==> src/rtl/wave_capture_pkg.sv <==
// Shared types and helpers for the multi-channel waveform capture engine.
package wave_capture_pkg;

  localparam int unsigned MAX_W = 64;

  typedef enum logic [1:0] {
    ARMED,
    ACTIVE,
    WAIT
  } state_t;

  typedef enum logic {
    TRIG_RISING  = 1'b0,
    TRIG_FALLING = 1'b1
  } trig_mode_t;

  // Keep the top out_w bits of a sample_w two's-complement value and flip the sign bit (offset binary).
  function automatic logic [MAX_W-1:0] to_offset(input logic [MAX_W-1:0] sample,
                                                 input int unsigned sample_w,
                                                 input int unsigned out_w);
    logic [MAX_W-1:0] r;
    r = sample >> (sample_w - out_w);
    r = r & ((MAX_W'(1) << out_w) - MAX_W'(1));
    r = r ^ (MAX_W'(1) << (out_w - 1));
    return r;
  endfunction

endpackage

==> src/rtl/wave_trigger_detect.sv <==
// Threshold-crossing and auto-timeout trigger detector; outputs are combinational on the strobe.
module wave_trigger_detect
  import wave_capture_pkg::*;
#(
  parameter int unsigned SAMPLE_W = 16,
  parameter int unsigned TO_W     = 12
) (
  input  logic                       clk,
  input  logic                       reset,
  input  logic                       armed,
  input  logic                       rearm,
  input  logic                       strobe,
  input  logic signed [SAMPLE_W-1:0] cur,
  input  logic signed [SAMPLE_W-1:0] threshold,
  input  trig_mode_t                 mode,
  input  logic                       auto_en,
  input  logic [TO_W-1:0]            auto_timeout,
  output logic                       trig_real,
  output logic                       trig_auto
);

  logic signed [SAMPLE_W-1:0] prev;
  logic                       prev_valid;
  logic [TO_W-1:0]            to_cnt;
  logic                       hit;
  logic                       cur_ge;
  logic                       prev_ge;

  assign hit     = strobe & armed;
  assign cur_ge  = (cur >= threshold);
  assign prev_ge = (prev >= threshold);

  always_comb begin
    trig_real = 1'b0;
    if (hit && prev_valid) begin
      if (mode == TRIG_FALLING) trig_real = prev_ge & ~cur_ge;
      else                      trig_real = ~prev_ge & cur_ge;
    end
  end

  // The count seen on a strobe is the number of earlier armed strobes.
  assign trig_auto = hit & auto_en & (to_cnt == auto_timeout);

  always_ff @(posedge clk or negedge reset) begin
    if (!reset) begin
      prev       <= '0;
      prev_valid <= 1'b0;
      to_cnt     <= '0;
    end else if (rearm) begin
      prev_valid <= 1'b0;
      to_cnt     <= '0;
    end else if (hit) begin
      prev       <= cur;
      prev_valid <= 1'b1;
      to_cnt     <= to_cnt + 1'b1;
    end
  end

endmodule

==> src/rtl/wave_capture_mc.sv <==
// Multi-channel triggered capture into the non-displayed half of a double-buffered sample RAM.
module wave_capture_mc
  import wave_capture_pkg::*;
#(
  parameter int unsigned NUM_CH   = 2,
  parameter int unsigned SAMPLE_W = 16,
  parameter int unsigned OUT_W    = 8,
  parameter int unsigned ADDR_W   = 8,
  parameter int unsigned TO_W     = 12,
  localparam int unsigned TRIG_W  = (NUM_CH > 1) ? $clog2(NUM_CH) : 1
) (
  input  logic                       clk,
  input  logic                       reset,
  input  logic                       new_sample_ready,
  input  logic [NUM_CH*SAMPLE_W-1:0] new_sample_in,
  input  logic [TRIG_W-1:0]          trig_ch,
  input  logic                       trig_falling,
  input  logic [SAMPLE_W-1:0]        threshold,
  input  logic                       auto_en,
  input  logic [TO_W-1:0]            auto_timeout,
  input  logic [3:0]                 decim,
  input  logic                       wave_display_idle,
  output logic [ADDR_W:0]            write_address,
  output logic                       write_enable,
  output logic [NUM_CH*OUT_W-1:0]    write_sample,
  output logic                       read_index,
  output logic                       auto_triggered,
  output logic                       capturing
);

  state_t                     state;
  logic [ADDR_W-1:0]          index;
  logic [3:0]                 dcnt;
  logic [3:0]                 decim_l;
  logic signed [SAMPLE_W-1:0] chan [NUM_CH];
  logic [NUM_CH*OUT_W-1:0]    conv_bus;
  logic                       trig_real;
  logic                       trig_auto;
  logic                       rearm;

  for (genvar k = 0; k < NUM_CH; k++) begin : g_ch
    assign chan[k] = new_sample_in[k*SAMPLE_W +: SAMPLE_W];
    assign conv_bus[k*OUT_W +: OUT_W] =
      OUT_W'(to_offset(MAX_W'(new_sample_in[k*SAMPLE_W +: SAMPLE_W]), SAMPLE_W, OUT_W));
  end

  assign rearm = (state == WAIT) && wave_display_idle;

  wave_trigger_detect #(
    .SAMPLE_W (SAMPLE_W),
    .TO_W     (TO_W)
  ) u_trig (
    .clk          (clk),
    .reset        (reset),
    .armed        (state == ARMED),
    .rearm        (rearm),
    .strobe       (new_sample_ready),
    .cur          (chan[trig_ch]),
    .threshold    (threshold),
    .mode         (trig_mode_t'(trig_falling)),
    .auto_en      (auto_en),
    .auto_timeout (auto_timeout),
    .trig_real    (trig_real),
    .trig_auto    (trig_auto)
  );

  always_ff @(posedge clk or negedge reset) begin
    if (!reset) begin
      state          <= ARMED;
      index          <= '0;
      dcnt           <= '0;
      decim_l        <= '0;
      write_address  <= '0;
      write_enable   <= 1'b0;
      write_sample   <= '0;
      read_index     <= 1'b0;
      auto_triggered <= 1'b0;
      capturing      <= 1'b0;
    end else begin
      write_enable <= 1'b0;
      case (state)
        ARMED: begin
          if (trig_real || trig_auto) begin
            write_enable   <= 1'b1;
            write_address  <= {~read_index, {ADDR_W{1'b0}}};
            write_sample   <= conv_bus;
            decim_l        <= decim;
            dcnt           <= '0;
            index          <= ADDR_W'(1);
            auto_triggered <= ~trig_real;
            capturing      <= 1'b1;
            state          <= ACTIVE;
          end
        end
        ACTIVE: begin
          if (new_sample_ready) begin
            if (dcnt == decim_l) begin
              dcnt          <= '0;
              write_enable  <= 1'b1;
              write_address <= {~read_index, index};
              write_sample  <= conv_bus;
              index         <= index + 1'b1;
              if (index == '1) begin
                capturing <= 1'b0;
                state     <= WAIT;
              end
            end else begin
              dcnt <= dcnt + 4'd1;
            end
          end
        end
        WAIT: begin
          if (wave_display_idle) begin
            read_index <= ~read_index;
            state      <= ARMED;
          end
        end
        default: state <= ARMED;
      endcase
    end
  end

endmodule

==> config.mk <==
export PLATFORM = sky130hd
export DESIGN_NAME = wave_capture_mc
export DESIGN_NICKNAME = d
export VERILOG_FILES = /design/src/rtl/wave_capture_pkg.sv /design/src/rtl/wave_trigger_detect.sv /design/src/rtl/wave_capture_mc.sv
export SDC_FILE = /design/constraint.sdc
export NUM_CORES = 1
export LEC_CHECK = 0
export BUFFER_PORTS_ARGS = -buffer_cell sky130_fd_sc_hd__clkbuf_2
export CELL_PAD_IN_SITES_DETAIL_PLACEMENT = 1
export CELL_PAD_IN_SITES_GLOBAL_PLACEMENT = 1
export CORE_AREA = 2 2 114 116
export CTS_CLUSTER_SIZE = 16
export DETAILED_ROUTE_END_ITERATION = 8
export DIE_AREA = 0 0 116 118
export PLACE_DENSITY = 0.78
export SYNTH_ARGS = -nofsm -noshare
export SYNTH_HDL_FRONTEND = slang
export SYNTH_SLANG_ARGS = --single-unit
==> constraint.sdc <==
create_clock -name clk -period 6.6 [get_ports clk]
set_input_delay 0.66 -clock clk [delete_from_list [all_inputs] [get_ports clk]]
set_output_delay 0.66 -clock clk [all_outputs]
set_load 0.05 [all_outputs]
Word-level counts from Yosys, hierarchy flattened. Cells that the tools add are included.

Bits in registers: 76. Bits of input ports: 71. Output and inout bits: 29. Word-level logic and storage cells: 95.

Add/sub/neg operators: 3. Order comparisons: 3. Equal/unequal tests: 10. Multiplexer cells: 40. Bitwise logic cells: 13. Reduce and logical (&&, ||, !) cells: 13.

Operator list (count): $mux 16 (6); $ge 16x16->1 (2); $pmux 16 s2 (1); $mux 9 (3); $mux 12 (2); $mux 8 (3); $pmux 9 s2 (1); $pmux 8 s2 (1); $add 12x1->12 const B (1); $eq 12x12->1 (1); $mux 4 (3); $mux 1 (11); $mux 2 (5); $ne 2x2->1 const B (5); $reduce_and 5->1 (2); $add 8x1->8 const B (1); $eq 8x8->1 const B (1); $pmux 4 s2 (1); $not 1->1 (7); $pmux 2 s3 (1); $reduce_and 2->1 (3); $and 1x1->1 (5); $add 4x1->4 const B (1); $eq 4x4->1 (1); 11 further kinds (14).

Depth between registers and ports, before layout. Gate-level depths: netlist of run 1.

Depth in word-level cells: 12. Depth in mapped cells: 13. Gate-level depth less buffers: 11.

Hierarchy. A second synthesis of run 1 with hierarchy kept.

Cells, all modules: 410. Area total of the unflattened synthesis: 4372.9 um2.

By module, submodules not included: wave_capture_mc (times used 1, cells an instance 195, area each 2248.4 um2, sequential area each 1176.1 um2); wave_trigger_detect (times used 1, cells an instance 215, area each 2124.5 um2, sequential area each 725.7 um2).

Worst setup path after synthesis of run 1. Ideal clock, no wire load.

Path type: input to register. Start: input trig_ch. End: register write_sample[0]. Setup time: 0.125 ns. Arrival: 4.109 ns. Required time: 6.475 ns. Slack: 2.366 ns. Stages: 13. Path buffers: 3. Cells stage by stage: clkbuf_1 > buf_1 > mux2_2 > ha_1 > nand4_1 > nor4_1 > a21boi_1 > a2111oi_2 > mux2_4 > mux2i_2 > a211oi_4 > buf_6 > mux2_2.

Longest elaborated chain between the ends: 12. Elaborated cells between the ends (all ways): 13. Those cells by class: order compare: 1; eq/ne: 1; mux: 5; bitwise: 4; reduce/logical: 2.

RTL lines: start: declaration (RTL line wave_capture_mc.sv:16) `input logic [TRIG_W-1:0] trig_ch,`; $not 1->2 (not written as such) (*) (RTL line wave_capture_mc.sv:58) `.cur (chan[trig_ch]),`; $mux 16 (not written as such) (*) (3 in a row) (RTL line wave_capture_mc.sv:58); via u_trig.cur[13] (RTL line wave_trigger_detect.sv:13) `input logic signed [SAMPLE_W-1:0] cur,`; $ge 16x16->1 (*) (RTL line wave_trigger_detect.sv:30) `assign cur_ge = (cur >= threshold);`; $not 1->1 (RTL line wave_trigger_detect.sv:36) `if (mode == TRIG_FALLING) trig_real = prev_ge & ~cur_ge;`; $and 1x1->1 (RTL line wave_trigger_detect.sv:36); $mux 1 (*) (RTL line wave_trigger_detect.sv:36); $mux 1 (*) (RTL line wave_trigger_detect.sv:35) `if (hit && prev_valid) begin`; $logic_or 1x1->1 (*) (RTL line wave_capture_mc.sv:83) `if (trig_real || trig_auto) begin`; $ne 2x2->1 (no line) (*); $reduce_and 4->1 (no line) (*); end signal: assignment (RTL line wave_capture_mc.sv:86) `write_sample <= conv_bus;`; end signal: assignment (RTL line wave_capture_mc.sv:101) `write_sample <= conv_bus;`; end: declaration (RTL line wave_capture_mc.sv:25) `output logic [NUM_CH*OUT_W-1:0] write_sample,`.

The timed path passes the listed nets; every way through them passes the cells marked *. The select of a mux whose other input is x is not followed. A chain may end at the register's enable or synchronous reset.

Worst setup path in the final report of run 1.
Start: input trig_ch. End: register index[4].

Longest elaborated chain between the ends: 12. Elaborated cells between the ends (all ways): 13. Those cells by class: order compare: 1; eq/ne: 1; mux: 5; bitwise: 4; reduce/logical: 2.

RTL lines: $not 1->2 (not written as such) (*) (RTL line wave_capture_mc.sv:58); $mux 16 (not written as such) (*) (3 in a row) (RTL line wave_capture_mc.sv:58); via u_trig.cur[15] (RTL line wave_trigger_detect.sv:13); $ge 16x16->1 (*) (RTL line wave_trigger_detect.sv:30); $not 1->1 (RTL line wave_trigger_detect.sv:36); $and 1x1->1 (RTL line wave_trigger_detect.sv:36); $mux 1 (*) (RTL line wave_trigger_detect.sv:36); $mux 1 (*) (RTL line wave_trigger_detect.sv:35); $logic_or 1x1->1 (*) (RTL line wave_capture_mc.sv:83); $ne 2x2->1 (no line) (*); $reduce_and 4->1 (no line) (*); end signal: assignment (RTL line wave_capture_mc.sv:102) `index <= index + 1'b1;`; end: declaration (RTL line wave_capture_mc.sv:32) `logic [ADDR_W-1:0] index;`.

Marks and branches as above.

==> flow_metrics.py, run 1 <==
metrics = {
    "logic_synthesis": {
        "ys_top_cells_by_count": "76 x dfrtp_1, 49 x mux2_2, 35 x ha_1",
        "synth_area_sq_mm": 0.00429,
        "yosys.cell_count.top_type": "dfrtp_1",
        "syn_avg_cell_area_sq_um": 11.1,
        "synth_top_family_by_area": "multiplexers",
        "synth_compound_area_frac": 0.104,
        "synth_area_leaders": "dfrtp_1 44%, mux2_2 13%, ha_1 10%, xnor2_1 3.3%, inv_1 2.7%",
        "syn_inst": 386,
        "ys_seq_area_frac": 0.444,
        "syn_nets": 492,
        "yosysUniqueCellTypes": 49,
        "async_flop_share": 1.00,
        "synth_simple_gate_area_frac": 0.106,
        "ys.warnings.count": 0,
        "synth.largest_area_cell": "dfrtp_1",
        "synth_edf_count": 0,
        "synthXorXnorAreaFrac": 0.0552,
        "ys_ff_latch": 76,
        "synthMuxAreaShare": 0.149,
        "yosys.area_share.adder": 0.102,
        "synth_top_area_share": 0.444,
        "ys.flop_type": "dfrtp_1",
    },
    "clock_tree": {
        "h-tree-depth": 3,
        "cts.root.buffer_cell": "clkbuf_16",
        "cts_setup_buffers": 0,
        "cts_buffers": 9,
        "cts.sinks": 76,
        "ctsResizeCount": 0,
        "hold_buffers": 0,
        "clk_latency_ns": 0.33,
        "clkTransAtPathRegs_ns": 0.06,
        "clockBufferDepth": 2,
        "tritoncts": "done",
    },
    "grt": {
        "grt_first_pass_wirelength_um": 18100,
        "gr-total-overflow": 0,
        "grt_usage": 0.167,
        "grt_pass1_vias": 3652,
        "grt_start_max_net_pins": 77,
        "grt_antenna_before_repair": 0,
    },
    "timing": {
        "fin_worst_skew_ns": 0.00646,
        "hold_violations": 0,
        "tns_ns": 0,
        "period_share": 0.669,
        "worst_pin_slew_ns": 1.13,
        "fmax_mhz": 226,
        "rsz0062_at_grt": "no",
        "setup_viol": 0,
        "slew_headroom": 0.247,
        "slew_violations": 0,
        "min_period_ns": 4.42,
    },
    "layout": {
        "design_area_sq_mm": 0.00527,
        "antenna_cells": 0,
        "drive_above_1_share": 0.353,
        "fillers": 1430,
        "nNetsFinal": 594,
        "syn_to_final_growth_pct": 22.8,
    },
    "placed_design": {
        "routabilityCongestion": 0.778,
        "placed_area_sq_mm": 0.00497,
        "portBuffers": 99,
        "dp_hpwl_um": 8410,
    },
    "routing": {
        "vias_per_cell": 4.98,
        "wirelength_um": 10800,
        "drt_pass1_iterations": 4,
        "ant_nets": 0,
        "drt-initial-drc-count": 91,
        "vias": 3310,
        "drc": 0,
        "wire_per_inst_um": 16.3,
    },
    "worst_setup_path": {
        "cp-startpoint": "trig_ch",
        "crit_path_end": "index[4]",
        "reg2reg_to": "index[4]",
        "cp_cell_sequence": "clkbuf_2 -> mux2_2 -> ha_1 -> nand4_1 -> nor4_1 -> a21boi_1 -> a2111oi_2 -> mux2_4 -> mux2i_2 -> a211oi_4 -> inv_2 -> o21ai_0",
        "slowest_delay_ns": 0.95,
        "start_kind": "input port",
        "cp-end-kind": "register",
        "required_ns": 6.84,
        "reg2reg_slack_ns": 3.22,
        "critical_path_class": "in2reg",
        "crit_fanout": 21,
        "cpMaxStageDelayCell": "a211oi_4",
        "timing.rr.start": "u_trig.prev[15]",
        "r2r_cells": 9,
        "crit_arrival_ns": 4.65,
    },
    "flow_run": {
        "maxCapViolCount": 0,
    },
    "power_and_ir_drop": {
        "p_per_area_mw_per_mm2": 444,
        "p_leak_nw": 2.55,
        "ir_drop_mv": 0.136,
    },
    "die": {
        "fp-row-count": 41,
        "die_y_um": 118,
        "chipWidth_um": 116,
        "io_pins": 100,
        "core_area_sq_mm": 0.0124,
        "initial_core_util": 0.345,
        "die_area_sq_mm": 0.0137,
    },
    "run_status": {
        "status": "finished clean",
    },
    "min_path": {
        "hp-class": "reg2reg",
    },
}
-- worst max-delay path: cells and delay by family --
family                     cells  cell delay [ns]
muxes                          3             0.93
adders and majority gates      1             0.32
AOI/OAI and AO/OA              4             1.53
and+or+nand+nor                2             0.57
buffers and inverters          2             0.64
-- kinds of logic after synthesis --
group	Yosys count
DFF	76
and+or+nand+nor	86
AOI/OAI and AO/OA	63
buffers and inverters	42
xor gates and xnor gates	27
muxes	57
adders and majority gates	35
-- sequential cells by signal, indices dropped and copies added, names as in the netlist --
signal / count
u_trig.prev: 16
write_sample: 16
u_trig.to_cnt: 12
write_address: 9
index: 8
dcnt: 4
decim_l: 4
state: 2
auto_triggered: 1
capturing: 1
read_index: 1
u_trig.prev_valid: 1
write_enable: 1
-- power breakdown --
part / internal, mW / switching, mW
clock: 0.293 / 0.195
combinational: 0.398 / 0.635
sequential: 0.663 / 0.155
total: 1.35 / 0.986
-- routing by layer --
layer  GRT usage  share of wire  vias up  wire [um]
met5           0              0        -          0
met2       0.289           0.50       65       5440
met3      0.0366          0.042        9        452
li1            -              -     1589          -
met4      0.0476          0.014        0        149
met1       0.206           0.44     1647       4810
-- stage by stage --
| stage | utilization | cells | hold slack (ns) | worst slack [ns] | power, mW |
|---|---|---|---|---|---|
| after floorplan | - | 386 | 0.364 | 2.37 | 1.58 |
| after detailed placement | 0.401 | 649 | 0.469 | 1.85 | 1.86 |
| after global placement | 0.401 | 649 | 0.465 | 2.01 | 1.80 |
| final | 0.424 | 665 | 0.480 | 2.18 | 2.34 |
| after global routing | 0.424 | 665 | 0.510 | 1.84 | 2.49 |
| after CTS | 0.424 | 665 | 0.485 | 2.18 | 2.37 |
-- cell type report --
type / count / area [sq um] / share of cell area
tap: 172 / 215 / 0.0409
multi-input combinational: 268 / 2220 / 0.422
clock inverter: 6 / 63.8 / 0.0121
inverter: 32 / 120 / 0.0228
timing repair buffer: 101 / 513 / 0.0974
sequential: 76 / 1900 / 0.361
clock buffer: 10 / 229 / 0.0435
-- cell usage in the layout (no fill, tap or decap), types with 3 or more instances in the layout --
cell,count
a22o_1,9
a21oi_1,12
or3_1,5
and3_1,3
nor3_1,5
inv_1,31
nand2_1,17
clkbuf_2,98
mux2_2,49
xor2_1,11
nor2b_1,6
o21ai_0,14
a21o_1,5
clkbuf_16,9
dfrtp_1,76
mux2i_1,6
nor4_1,4
buf_4,3
nand3_1,7
a31oi_1,7
xnor2_1,16
nand4_1,13
nor2_1,17
ha_1,35
-- worst min path at each step --
stage	startpoint	end	slack [ns]	depth (start not counted)
6_report	u_trig.prev_valid	u_trig.prev_valid	0.48	1
5_1_grt	u_trig.prev_valid	u_trig.prev_valid	0.51	1
4_1_cts	u_trig.prev_valid	u_trig.prev_valid	0.48	1
3_5_place_dp	u_trig.prev_valid	u_trig.prev_valid	0.47	1
3_3_place_gp	u_trig.prev_valid	u_trig.prev_valid	0.47	1
2_1_floorplan	reset	auto_triggered	0.36	0
Power figures use the tool's default switching activity.
==> run 2: changes to the inputs <==
ABC_AREA = 1   (was default)
CORE_AREA = 2 2 119 121   (was 2 2 114 116)
DIE_AREA = 0 0 121 123   (was 0 0 116 118)
PLACE_DENSITY = 0.83   (was 0.78)
clock period = 4 ns   (was 6.6 ns; I/O delays follow)
==> flow_metrics.py, run 2 <==
metrics = {
    "clock_tree": {
        "cts.root.buffer_cell": "clkbuf_16",
        "cts_buffers": 9,
        "cts_setup_buffers": 0,
        "ctsResizeCount": 0,
        "clkTransAtPathRegs_ns": 0.06,
        "hold_buffers": 0,
        "h-tree-depth": 3,
        "clockBufferDepth": 2,
        "clk_latency_ns": 0.34,
        "tritoncts": "done",
        "cts.sinks": 76,
    },
    "layout": {
        "mostFrequentLayoutCells": "184 x nand2_1, 98 x clkbuf_2, 76 x dfrtp_1",
        "drive_above_1_share": 0.229,
        "design_area_sq_mm": 0.00557,
        "final_common_cell": "nand2_1",
        "nNetsFinal": 774,
        "reg_top3": "u_trig.prev (16), write_sample (16), u_trig.to_cnt (12)",
        "antenna_cells": 0,
        "utilization": 0.409,
        "syn_to_final_growth_pct": 20.3,
    },
    "power_and_ir_drop": {
        "p_per_area_mw_per_mm2": 662,
        "power.total_mw": 3.69,
        "p_leak_nw": 3.07,
        "ir_drop_mv": 0.219,
    },
    "worst_setup_path": {
        "path_buf_inv": 2,
        "crit_fanout": 37,
        "required_ns": 4.21,
        "slowest_delay_ns": 0.41,
        "cp_cell_sequence": "clkbuf_2 -> mux2_2 -> ha_1 -> nand2_1 -> nand2_1 -> nand3_1 -> nand2_1 -> a21oi_2 -> nand2_1 -> nand2_1 -> nand3_1 -> nand2_1 -> nand2_1 -> nand3_2 -> nand2_4 -> inv_6 -> nand2_8 -> nand2_1 -> o21ai_0",
        "crit_top_cell": "nand2_1",
        "cp-end-kind": "register",
        "critical_path_class": "in2reg",
        "cpMaxStageDelayCell": "mux2_2",
        "cpLargestDelayFamily": "simple AND/OR/NAND/NOR gates",
        "crit_arrival_ns": 3.23,
        "start_kind": "input port",
    },
    "logic_synthesis": {
        "ys_top_cells_by_count": "184 x nand2_1, 76 x dfrtp_1, 60 x inv_1",
        "synth.largest_area_cell": "dfrtp_1",
        "ys.flop_type": "dfrtp_1",
        "syn_nets": 677,
        "async_flop_share": 1.00,
        "synth_area_sq_mm": 0.00463,
        "synth_edf_count": 0,
        "synth_top_area_share": 0.411,
        "syn_avg_cell_area_sq_um": 8.11,
        "yosys.cell_count.top_type": "nand2_1",
        "yosysUniqueCellTypes": 42,
        "ys_seq_area_frac": 0.411,
        "ys.warnings.count": 0,
        "synth_area_leaders": "dfrtp_1 41%, nand2_1 15%, ha_1 9.5%, inv_1 4.9%, nand3_1 4.9%",
        "syn_inst": 571,
        "ys_ff_latch": 76,
    },
    "timing": {
        "rsz0062_at_grt": "no",
        "period_share": 0.755,
        "slew_violations": 0,
        "fin_worst_skew_ns": 0.00911,
        "min_period_ns": 3.02,
        "fmax_mhz": 331,
        "tns_ns": 0,
        "setup_viol": 0,
        "slew_headroom": 0.333,
        "hold_violations": 0,
        "worst_pin_slew_ns": 1.00,
    },
    "placed_design": {
        "placed_area_sq_mm": 0.00528,
        "dp_hpwl_um": 10300,
        "portBuffers": 99,
        "routabilityCongestion": 0.873,
    },
    "die": {
        "die_area_sq_mm": 0.0149,
        "die_y_um": 123,
        "fp-row-count": 43,
        "core_area_sq_mm": 0.0136,
        "chipWidth_um": 121,
        "initial_core_util": 0.340,
        "io_pins": 100,
    },
    "routing": {
        "drt-initial-drc-count": 194,
        "wirelength_um": 13200,
        "drt_pass1_iterations": 4,
        "vias": 4177,
        "ant_nets": 0,
        "vias_per_cell": 4.90,
        "wire_per_inst_um": 15.5,
        "drc": 0,
    },
    "flow_run": {
        "maxCapViolCount": 0,
    },
    "grt": {
        "grt_usage": 0.188,
        "grt_first_pass_wirelength_um": 21700,
        "grt_pass1_vias": 4554,
        "grt_antenna_before_repair": 0,
        "grt_start_max_net_pins": 77,
        "gr-total-overflow": 0,
    },
    "run_status": {
        "status": "finished clean",
    },
    "min_path": {
        "hp-class": "in2async",
    },
}
==> run 2: cell types whose count changed after synthesis, sizes merged, moves of 5 or more <==
cell / delta
nand4: -10
or3: -5
a21oi: +11
inv: +30
nand3: +48
nand2: +172
xnor2: -15
mux2i: -6
nor2: +14
a31oi: -6
nor2b: -6
a22o: -8
o21ai: +14
mux2: -36
==> run 2: metal layers <==
layer | track usage | wire, um | up-vias
met5 | 0 | 0 | -
met4 | 0.0654 | 310 | 0
met3 | 0.0452 | 527 | 17
met2 | 0.348 | 6980 | 91
met1 | 0.209 | 5380 | 2022
li1 | - | - | 2047
==> run 2: stage by stage <==
| stage | setup slack [ns] | hold WS [ns] | std cells |
|---|---|---|---|
| detailed placement | 0.629 | 0.473 | 837 |
| global route | 0.731 | 0.292 | 853 |
| floorplan | 0.951 | 0.104 | 571 |
| CTS | 1.00 | 0.270 | 853 |
| finish | 0.979 | 0.218 | 853 |
| global placement | 0.744 | 0.456 | 837 |
==> run 2: worst reg2reg max path: cells and delay by family, from the launching register on <==
family / cells / cell delay [ns]
AOI/OAI and AO/OA: 3 / 0.46
adders and majority gates: 1 / 0.32
buffers and inverters: 1 / 0.25
DFF: 1 / 0.39
and+or+nand+nor: 10 / 1.08
==> run 2: cell families after synthesis <==
family / Yosys count / synth area share
flip-flops: 76 / 0.411
multiplexers: 15 / 0.0362
AND/OR/NAND/NOR: 293 / 0.287
XOR/XNOR: 13 / 0.0246
buffers and inverters: 77 / 0.0719
AO/OA/AOI/OAI: 62 / 0.0751
adder cells (fa/ha/maj): 35 / 0.0945
==> run 2: power breakdown <==
part	internal [mW]	switching, mW	leakage, nW
Sequential	1.05	0.200	0.985
Clock	0.502	0.318	0.140
Combinational	0.466	1.16	1.94
Total	2.01	1.68	3.07
==> run 2: worst paths after layout <==
path / startpoint / depth (start not counted) / end / slack, ns
max in group asynchronous: reset / 1 / u_trig.prev[12] / 3.13
hold / removal: reset / 1 / u_trig.to_cnt[10] / 0.22
setup reg to reg: u_trig.prev[11] / 15 / index[4] / 1.37
min in group clk: new_sample_in[25] / 3 / write_sample[9] / 0.29
setup / recovery: trig_ch / 19 / index[4] / 0.98
hold reg to reg: u_trig.prev[2] / 2 / u_trig.prev[2] / 0.49
==> run 2: final cells by class <==
type,count,area [sq um]
Clock buffer,13,250
Timing Repair Buffer,101,513
Clock inverter,3,46.3
Inverter,62,238
Tap cell,180,225
Sequential cell,76,1900
Multi-Input combinational cell,418,2400
Fill cell,1673,8040
==> run 3: changes to the inputs <==
clock period = 2.57 ns   (was 4 ns; I/O delays follow)
==> flow_metrics.py, run 3 (synthesis gave the netlist of run 2 again) <==
metrics = {
    "layout": {
        "antenna_cells": 0,
        "utilization": 0.450,
        "syn_to_final_growth_pct": 32.2,
        "mostFrequentLayoutCells": "178 x nand2_1, 97 x clkbuf_2, 76 x dfrtp_1",
        "reg_top3": "u_trig.prev (16), write_sample (16), u_trig.to_cnt (12)",
        "final_common_cell": "nand2_1",
        "drive_above_1_share": 0.297,
        "nNetsFinal": 800,
    },
    "die": {
        "die_area_sq_mm": 0.0149,
        "io_pins": 100,
        "die_y_um": 123,
        "core_area_sq_mm": 0.0136,
        "fp-row-count": 43,
        "chipWidth_um": 121,
        "initial_core_util": 0.340,
    },
    "placed_design": {
        "dp_hpwl_um": 10300,
        "portBuffers": 99,
        "routabilityCongestion": 0.848,
    },
    "clock_tree": {
        "cts.sinks": 76,
        "cts_buffers": 9,
        "tritoncts": "done",
        "clkTransAtPathRegs_ns": 0.06,
        "clk_latency_ns": 0.35,
        "cts.root.buffer_cell": "clkbuf_16",
        "h-tree-depth": 3,
        "hold_buffers": 0,
        "clockBufferDepth": 2,
    },
    "grt": {
        "gr-total-overflow": 0,
        "grt_pass1_vias": 4760,
        "grt_start_max_net_pins": 77,
        "grt_usage": 0.193,
        "grt_first_pass_wirelength_um": 22400,
        "grt_antenna_before_repair": 0,
    },
    "timing": {
        "period_share": 1.00,
        "hold_violations": 0,
        "fin_worst_skew_ns": 0.00700,
        "slew_violations": 0,
        "min_period_ns": 2.57,
        "slew_headroom": 0.341,
        "setup_viol": 0,
        "worst_pin_slew_ns": 0.988,
        "tns_ns": 0,
        "fmax_mhz": 389,
    },
    "worst_setup_path": {
        "start_kind": "input port",
        "required_ns": 2.81,
        "crit_arrival_ns": 2.81,
        "critical_path_class": "in2reg",
        "crit_fanout": 7,
        "cp-end-kind": "register",
    },
    "power_and_ir_drop": {
        "p_leak_nw": 3.29,
        "p_per_area_mw_per_mm2": 1010,
        "power.total_mw": 6.20,
        "ir_drop_mv": 0.306,
    },
    "run_status": {
        "status": "finished clean",
    },
    "routing": {
        "vias": 4409,
        "drt-initial-drc-count": 169,
        "ant_nets": 0,
        "drc": 0,
        "drt_pass1_iterations": 4,
        "vias_per_cell": 5.02,
        "wire_per_inst_um": 17.0,
        "wirelength_um": 15000,
    },
    "min_path": {
        "hp-class": "in2async",
    },
    "flow_run": {
        "maxCapViolCount": 0,
    },
}
run 3: cell count changes in the layout (fill, tap and decap cells not counted), sizes merged:
cell | previous run | this run
buf | 3 | 23
clkinv | 1 | 3
nand2 | 189 | 191
bufinv | 1 | 2
clkbuf | 111 | 112
clkinvlp | 1 | 0
run 3: cell type report:
cell class                 count  area [sq um]
clock inverter                 4          73.8
timing repair inverter         1          8.76
sequential                    76          1900
multi-input combinational    420          2620
fill                        1636          7490
clock buffer                  11           243
inverter                      62           245
tap                          180           225
timing repair buffer         124           803
run 3: per-layer routing:
layer / vias to the layer above / wire [um] / global-route usage
met5: - / 0 / 0
met4: 0 / 402 / 0.0770
met3: 28 / 566 / 0.0554
met2: 102 / 7970 / 0.352
met1: 2171 / 6020 / 0.210
li1: 2108 / - / -
run 3: metrics by stage:
stage               hold slack, ns  std cells  cell area [sq um]  setup WS, ns
floorplan                  -0.0386        571               4650       0.00135
global placement             0.470        852               5430        -0.148
detailed placement           0.474        852               5430        -0.340
CTS                          0.103        867               5740        0.0209
global route                 0.132        878               6120        -0.108
finish                      0.0631        878               6120      0.000268
run 3: path summary, 6_finish.rpt:
| kind | startpoint | to | slack [ns] | cells after the start |
|---|---|---|---|---|
| min reg2reg | u_trig.prev[2] | u_trig.prev[2] | 0.49 | 2 |
| max in group asynchronous | reset | u_trig.prev[0] | 1.86 | 1 |
| max | trig_ch | write_sample[0] | 0.0003 | 20 |
| min in group clk | decim[0] | decim_l[0] | 0.11 | 3 |
| min | reset | u_trig.to_cnt[10] | 0.06 | 1 |
| max reg2reg | u_trig.prev[7] | write_sample[0] | 0.07 | 17 |
run 3: critical path: stages:
cell and delay [ns]:
buf_6 0.11, buf_12 0.13, mux2_2 0.38, ha_4 0.28
nand2_1 0.10, nor2_1 0.18, nor2_1 0.06, nand2_1 0.08
nand2_2 0.08, nand3_2 0.10, nand2_2 0.08, nor2_4 0.14
nand2_2 0.08, nand2_2 0.07, nand3_2 0.10, nand2_4 0.16
clkinv_8 0.11, clkbuf_16 0.17, nand3_1 0.07, nand2_1 0.05
run 3: power by group:
group	total, mW	leakage, nW	internal [mW]	switching, mW
Sequential	1.96	0.985	1.63	0.329
Combinational	2.85	2.15	0.908	1.94
Clock	1.39	0.156	0.872	0.518
run 3: timing repair:
action                                  CTS  global route
setup buffers                             0             4
gates resized for setup                   1            40
cloned                                    0             7
endpoints found under the setup margin    1            38
pin swaps                                 0            14
